## src/rtl/connect8_pkg.sv

```systemverilog
// Shared definitions for the CONNECT8 board controller: FSM encoding,
// placement error codes and the per-anchor-column out-of-bounds masks.
package connect8_pkg;

    localparam int BOARD_W = 64;

    typedef enum logic [2:0] {
        S_INIT,
        S_GEN,
        S_WAIT,
        S_SCAN,
        S_IDLE,
        S_CHECK,
        S_CLEAR,
        S_OVER
    } state_e;

    localparam logic [1:0] ERR_OK      = 2'd0;
    localparam logic [1:0] ERR_PIECE   = 2'd1;
    localparam logic [1:0] ERR_OOB     = 2'd2;
    localparam logic [1:0] ERR_OVERLAP = 2'd3;

    // COLMASK[c] marks columns >= 8-c in every row: a shape with any of these
    // bits set would spill past column 7 when anchored at column c.
    localparam logic [0:7][63:0] COLMASK = {
        64'h0000_0000_0000_0000,
        64'h8080_8080_8080_8080,
        64'hC0C0_C0C0_C0C0_C0C0,
        64'hE0E0_E0E0_E0E0_E0E0,
        64'hF0F0_F0F0_F0F0_F0F0,
        64'hF8F8_F8F8_F8F8_F8F8,
        64'hFCFC_FCFC_FCFC_FCFC,
        64'hFEFE_FEFE_FEFE_FEFE
    };

endpackage

```

## src/rtl/fit_check.sv

```systemverilog
// Combinational fit test of one shape at one anchor against the board.
module fit_check
    import connect8_pkg::*;
(
    input  logic [BOARD_W-1:0] i_shape,
    input  logic [BOARD_W-1:0] i_board,
    input  logic [2:0]         i_row,
    input  logic [2:0]         i_col,
    output logic [BOARD_W-1:0] o_placed,
    output logic               o_oob,
    output logic               o_overlap
);

    logic [6:0] w_row_sh;

    // Shift the shape to its anchor and test column spill, row spill and overlap
    always_comb begin
        w_row_sh  = 7'd64 - {1'b0, i_row, 3'b000};
        o_placed  = i_shape << {i_row, i_col};
        o_oob     = (|(i_shape & COLMASK[i_col])) ||
                    ((i_row != 3'd0) && (|(i_shape >> w_row_sh)));
        o_overlap = |(o_placed & i_board);
    end

endmodule

```

## src/rtl/board_controller.sv

```systemverilog
// CONNECT8 board owner: validates and commits piece placements, clears full
// rows/columns, keeps score, requests new pieces and detects game over.
module board_controller
    import connect8_pkg::*;
#(
    parameter int SCORE_W  = 16,
    parameter int LINE_PTS = 8
) (
    input  logic               clk,
    input  logic               reset,
    input  logic [BOARD_W-1:0] block1,
    input  logic [BOARD_W-1:0] block2,
    input  logic [BOARD_W-1:0] block3,
    output logic               generate_new,
    input  logic               place_req,
    input  logic [1:0]         place_sel,
    input  logic [2:0]         place_row,
    input  logic [2:0]         place_col,
    output logic               place_ready,
    output logic               place_done,
    output logic               place_err,
    output logic [1:0]         err_code,
    output logic [BOARD_W-1:0] board,
    output logic [2:0]         used,
    output logic [3:0]         lines_cleared,
    output logic [SCORE_W-1:0] score,
    output logic               game_over
);

    localparam int SW = SCORE_W + 9;

    state_e             r_state, w_next;
    logic [BOARD_W-1:0] r_board;
    logic [2:0]         r_used;
    logic [3:0]         r_lines;
    logic [SCORE_W-1:0] r_score;
    logic               r_done, r_err;
    logic [1:0]         r_err_code;
    logic [1:0]         r_sel;
    logic [2:0]         r_row, r_col;
    logic [6:0]         r_cells;
    logic [1:0]         r_scan_p;
    logic [5:0]         r_scan_pos;

    logic               w_scan;
    logic [1:0]         w_idx;
    logic [2:0]         w_fc_row, w_fc_col;
    logic [BOARD_W-1:0] w_shape, w_placed, w_clr;
    logic               w_oob, w_overlap;
    logic [3:0]         w_used4;
    logic [1:0]         w_err_code;
    logic               w_skip, w_scan_fit, w_scan_last;
    logic [7:0]         w_full_row, w_full_col;
    logic [4:0]         w_lines;
    logic [SW-1:0]      w_sum;

    // Share the single fit checker between CHECK (latched request) and SCAN
    always_comb begin
        w_scan   = (r_state == S_SCAN);
        w_idx    = w_scan ? r_scan_p : r_sel;
        w_fc_row = w_scan ? r_scan_pos[5:3] : r_row;
        w_fc_col = w_scan ? r_scan_pos[2:0] : r_col;
        case (w_idx)
            2'd0:    w_shape = block1;
            2'd1:    w_shape = block2;
            2'd2:    w_shape = block3;
            default: w_shape = '0;
        endcase
    end

    fit_check u_fit (
        .i_shape   (w_shape),
        .i_board   (r_board),
        .i_row     (w_fc_row),
        .i_col     (w_fc_col),
        .o_placed  (w_placed),
        .o_oob     (w_oob),
        .o_overlap (w_overlap)
    );

    // Error priority and scan progress; slot 3 reads as permanently used
    always_comb begin
        w_used4 = {1'b1, r_used};
        if (w_used4[r_sel])  w_err_code = ERR_PIECE;
        else if (w_oob)      w_err_code = ERR_OOB;
        else if (w_overlap)  w_err_code = ERR_OVERLAP;
        else                 w_err_code = ERR_OK;
        w_skip      = w_used4[r_scan_p] || (w_shape == '0);
        w_scan_fit  = !w_skip && !w_oob && !w_overlap;
        w_scan_last = (r_scan_p == 2'd2) && (w_skip || (r_scan_pos == 6'd63));
    end

    // Full-line detection, clear mask and saturating score on the post-place board
    always_comb begin
        w_full_row = '0;
        w_full_col = '1;
        w_clr      = '0;
        for (int r = 0; r < 8; r++) begin
            w_full_row[r] = &r_board[r*8 +: 8];
            for (int c = 0; c < 8; c++)
                w_full_col[c] = w_full_col[c] & r_board[r*8+c];
        end
        for (int r = 0; r < 8; r++)
            for (int c = 0; c < 8; c++)
                w_clr[r*8+c] = w_full_row[r] | w_full_col[c];
        w_lines = 5'($countones(w_full_row)) + 5'($countones(w_full_col));
        w_sum   = SW'(r_score) + SW'(r_cells) + SW'(LINE_PTS) * SW'(w_lines);
    end

    // Next-state logic with Moore outputs
    always_comb begin
        w_next       = r_state;
        generate_new = 1'b0;
        place_ready  = 1'b0;
        case (r_state)
            S_INIT:  w_next = S_GEN;
            S_GEN: begin
                generate_new = 1'b1;
                w_next       = S_WAIT;
            end
            S_WAIT:  w_next = S_SCAN;
            S_SCAN: begin
                if (w_scan_fit)       w_next = S_IDLE;
                else if (w_scan_last) w_next = S_OVER;
            end
            S_IDLE: begin
                place_ready = 1'b1;
                if (place_req) w_next = S_CHECK;
            end
            S_CHECK: w_next = (w_err_code != ERR_OK) ? S_IDLE : S_CLEAR;
            S_CLEAR: w_next = (&r_used) ? S_GEN : S_SCAN;
            S_OVER:  w_next = S_OVER;
            default: w_next = S_INIT;
        endcase
    end

    // State register plus board, score and scan bookkeeping
    always_ff @(posedge clk) begin
        if (reset) begin
            r_state    <= S_INIT;
            r_board    <= '0;
            r_used     <= '0;
            r_lines    <= '0;
            r_score    <= '0;
            r_done     <= 1'b0;
            r_err      <= 1'b0;
            r_err_code <= ERR_OK;
            r_sel      <= '0;
            r_row      <= '0;
            r_col      <= '0;
            r_cells    <= '0;
            r_scan_p   <= '0;
            r_scan_pos <= '0;
        end else begin
            r_state    <= w_next;
            r_done     <= 1'b0;
            r_err      <= 1'b0;
            r_err_code <= ERR_OK;
            case (r_state)
                S_GEN: r_used <= '0;
                S_SCAN: begin
                    if (!w_scan_fit) begin
                        if (w_skip || (r_scan_pos == 6'd63)) begin
                            r_scan_p   <= r_scan_p + 2'd1;
                            r_scan_pos <= '0;
                        end else begin
                            r_scan_pos <= r_scan_pos + 6'd1;
                        end
                    end
                end
                S_IDLE: begin
                    if (place_req) begin
                        r_sel <= place_sel;
                        r_row <= place_row;
                        r_col <= place_col;
                    end
                end
                S_CHECK: begin
                    if (w_err_code != ERR_OK) begin
                        r_done     <= 1'b1;
                        r_err      <= 1'b1;
                        r_err_code <= w_err_code;
                    end else begin
                        r_board <= r_board | w_placed;
                        r_used  <= r_used | (3'b001 << r_sel);
                        r_cells <= 7'($countones(w_shape));
                    end
                end
                S_CLEAR: begin
                    r_board <= r_board & ~w_clr;
                    // 16 lines only occurs on a completely full board; the
                    // 4-bit report pins at 15 while the score uses the true count
                    r_lines <= w_lines[4] ? 4'hF : w_lines[3:0];
                    r_score <= (|w_sum[SW-1:SCORE_W]) ? '1 : w_sum[SCORE_W-1:0];
                    r_done  <= 1'b1;
                end
                default: ;
            endcase
            if (r_state != S_SCAN) begin
                r_scan_p   <= '0;
                r_scan_pos <= '0;
            end
        end
    end

    assign board         = r_board;
    assign used          = r_used;
    assign lines_cleared = r_lines;
    assign score         = r_score;
    assign place_done    = r_done;
    assign place_err     = r_err;
    assign err_code      = r_err_code;
    assign game_over     = (r_state == S_OVER);

endmodule

```

## config.mk

```make
export PLATFORM = sky130hd
export DESIGN_NAME = board_controller
export DESIGN_NICKNAME = d
export VERILOG_FILES = /design/src/rtl/connect8_pkg.sv /design/src/rtl/fit_check.sv /design/src/rtl/board_controller.sv
export SDC_FILE = /design/constraint.sdc
export NUM_CORES = 1
export LEC_CHECK = 0
export ABC_AREA = 1
export BUFFER_PORTS_ARGS = -buffer_cell sky130_fd_sc_hd__buf_4
export CORE_MARGIN = 2
export CORE_UTILIZATION = 43
export CTS_CLUSTER_DIAMETER = 100
export DETAILED_ROUTE_END_ITERATION = 10
export PLACE_DENSITY = 0.73
export SLEW_MARGIN = 25
export SYNTH_ARGS = -nofsm -noshare
export SYNTH_HDL_FRONTEND = slang
export SYNTH_SLANG_ARGS = --single-unit
```

## constraint.sdc

```tcl
create_clock -name clk -period 12.72 [get_ports clk]
set_input_delay 0.636 -clock clk [delete_from_list [all_inputs] [get_ports clk]]
set_output_delay 0.636 -clock clk [all_outputs]
set_load 0.05 [all_outputs]
```

==> flow_metrics.env <==
export IMPL_report_final_slew_viol_count=0
export IMPL_postRouteAntennaNets=0
export IMPL_synth_async_reset_ratio_pct=0
export IMPL_ctsResizeCount=0
export IMPL_grt_max_degree=92
export IMPL_endpoint_kind="flip-flop"
export IMPL_avgSynthCellArea_sq_um=5.83
export IMPL_hp_class="flip-flop to flip-flop"
export IMPL_fin_tns_setup_ns=0
export IMPL_drive_gt1_share_pct=14.2
export IMPL_clk_latency_ns=0.45
export IMPL_n_antenna_cell=0
export IMPL_drt_drc_violations_left=0
export IMPL_wl_per_cell_microns=22.2
export IMPL_synth_nets=2979
export IMPL_critPathLaunch="r_state[1]"
export IMPL_synth_seq_area_share_pct=15.0
export IMPL_routed_wl_mm=74.0
export IMPL_slew_headroom_pct=32.8
export IMPL_grt_pass1_wl_mm=113
export IMPL_cts_root_buf="clkbuf_16"
export IMPL_hp_start="r_row[1]"
export IMPL_final_area_sq_um=18500
export IMPL_final_common_cell="nand3_1"
export IMPL_cts_hold_buffers=0
export IMPL_dieArea_sq_um=37700
export IMPL_reg2reg_from="r_state[1]"
export IMPL_initial_core_util_pct=43.8
export IMPL_fin_crit_sh_pct=70.9
export IMPL_clk_pin_slew_ns=0.05
export IMPL_ys_ff_latch=117
export IMPL_io_buffers=296
export IMPL_cts_buffer_depth=2
export IMPL_syn_inst=2670
export IMPL_finClkSkew_ns=0.0119
export IMPL_numCtsBuffers=17
export IMPL_yosys_warnings=0
export IMPL_worstReg2RegEnd="r_cells[6]"
export IMPL_min_path_cells=2
export IMPL_synth_cell_types=48
export IMPL_fp_row_count=69
export IMPL_worstPathMaxFanout=50
export IMPL_dp_hpwl_mm=58.0
export IMPL_die_y_microns=194
export IMPL_hold_viol=0
export IMPL_status="finished, final reports clean"
export IMPL_htreeDepth=4
export IMPL_drt_iter0_drc=2681
export IMPL_synthFlopType="dfxtp_1"
export IMPL_grt_pass1_vias=18909
export IMPL_synth_edf_count=0
export IMPL_crit_required_ns=13.04
export IMPL_gr_total_overflow=0
export IMPL_r2r_cells=26
export IMPL_critPathArrivalTime_ns=9.34
export IMPL_finalCriticalPeriod_ns=9.02
export IMPL_rsz0062_at_grt="false"
export IMPL_cts_sinks=117
export IMPL_setup_violations_final=0
export IMPL_worst_slew_pin_slew_ns=1.00
export IMPL_max_cap_violations=0
export IMPL_mostFrequentLayoutCells="nand3_1 (756), nand2_1 (612), buf_4 (326)"
export IMPL_rrSetupSlack_ns=3.70
export IMPL_cts_setup_buffers=0
export IMPL_vias=20364
export IMPL_die_w_microns=194
export IMPL_cts_tree="yes"
export IMPL_viasPerCell=6.11
export IMPL_path_class="flip-flop to flip-flop"
export IMPL_dpl_instance_area_sq_um=17900
export IMPL_hold_end="r_row[1]"
export IMPL_area_growth_pct=18.6
export IMPL_critPathLaunchType="flip-flop"
export IMPL_antenna_found_initial=3
export IMPL_core_area_sq_um=35600
export IMPL_first_pass_iters=8
export IMPL_nets=3168
export IMPL_synth_area_sq_um=15600
export IMPL_boundaryPins=297
export IMPL_max_freq_ghz=0.111
export IMPL_gp_congestion=1.06
export IMPL_grt_usage_pct=38.3
[cell families after synthesis]
kind of cell	synth area share [%]
compound gates	10.2
simple gates	50.4
fa+ha+maj	11.8
buf+inv	11.5
xor+xnor	1.07
flops	15.0
[final cells by class]
type / instances / area, sq um
Fill cell: 3677 / 17100
Timing Repair Buffer: 326 / 2450
Tap cell: 461 / 577
Inverter: 285 / 1070
Multi-Input combinational cell: 2112 / 11500
Clock buffer: 26 / 499
Clock inverter: 4 / 22.5
Sequential cell: 117 / 2340
[worst max path at each step]
stage / to / slack [ns] / depth (start not counted)
global route: r_cells[6] / 3.30 / 26
detailed placement: r_cells[6] / 3.87 / 26
finish: r_cells[6] / 3.70 / 26
global placement: r_cells[6] / 4.01 / 26
CTS: r_cells[6] / 3.81 / 26
floorplan: r_cells[6] / 5.74 / 27
[flip-flops by register name (all words and copies together), names as in the netlist, named ones only]
register and cells:
score 16, r_row 3, r_scan_p 2, place_done 1, place_err 1, r_scan_pos 6, r_sel 2, lines_cleared 4
board 64, err_code 2, r_col 3, used 3, r_state 2, r_cells 7
[Yosys cell counts (2+ instances only)]
| cell type | instances | area (sq um) |
|---|---|---|
| and2_1 | 37 | 231 |
| nor2_1 | 96 | 360 |
| a21oi_1 | 134 | 671 |
| a221oi_1 | 2 | 17.5 |
| nor2_2 | 7 | 43.8 |
| buf_4 | 8 | 60.1 |
| o21bai_1 | 2 | 15.0 |
| o21ai_2 | 2 | 17.5 |
| fa_1 | 69 | 1380 |
| o22ai_1 | 13 | 81.3 |
| nand2_1 | 613 | 2300 |
| a21oi_2 | 11 | 96.3 |
| xor2_1 | 10 | 87.6 |
| ha_1 | 37 | 463 |
| a21o_1 | 2 | 15.0 |
| o21ai_1 | 8 | 40.0 |
| o21ai_0 | 97 | 485 |
| a31oi_1 | 9 | 56.3 |
| buf_1 | 37 | 139 |
| o211ai_1 | 2 | 15.0 |
| nor3b_1 | 2 | 15.0 |
| xnor2_1 | 9 | 78.8 |
| inv_2 | 6 | 22.5 |
| clkbuf_1 | 68 | 255 |
| nor4_1 | 31 | 194 |
| clkinv_1 | 3 | 11.3 |
| o221ai_1 | 3 | 26.3 |
| nand4_1 | 54 | 338 |
| buf_2 | 35 | 175 |
| nand3_1 | 756 | 3780 |
| nor3_1 | 77 | 385 |
| buf_6 | 8 | 90.1 |
| nand2_2 | 13 | 81.3 |
| dfxtp_1 | 117 | 2340 |
| a211oi_1 | 2 | 15.0 |
| nand3_2 | 4 | 40.0 |
| inv_1 | 275 | 1030 |
[metrics by stage]
step	cells	utilization (%)	setup slack [ns]	hold slack, ns
global placement	3301	50.4	4.01	0.468
floorplan	2670	-	5.74	0.430
CTS	3331	51.9	3.81	0.470
global route	3331	51.9	3.30	0.495
finish	3331	51.9	3.70	0.475
detailed placement	3301	50.4	3.87	0.467
[critical path, stage by stage (launching register included)]
cell and delay [ns]:
dfxtp_1 0.51, nand3_4 0.30, nand2_1 0.16, nand2_2 0.55, nor2_2 0.80, buf_4 0.38
nand2_1 0.11, nand3_1 0.20, inv_1 0.11, fa_1 0.55, inv_1 0.06, fa_1 0.56
inv_1 0.09, fa_1 0.56, fa_1 0.48, fa_1 0.58, fa_1 0.44, fa_1 0.48
fa_1 0.50, inv_1 0.06, ha_1 0.22, fa_1 0.46, a21o_1 0.19, a21oi_1 0.19
o21ai_0 0.11, a21oi_1 0.13, a21oi_1 0.08
[per-layer routing]
layer  track usage (%)  part of all wire, %
met1              51.9                   41
met2              60.6                   45
met3              6.87                   10
met4              14.5                  3.7
met5                 0                0.036
Power is not shown: default switching activity piles up to over one toggle a cycle in this logic, so the estimate is an artifact.
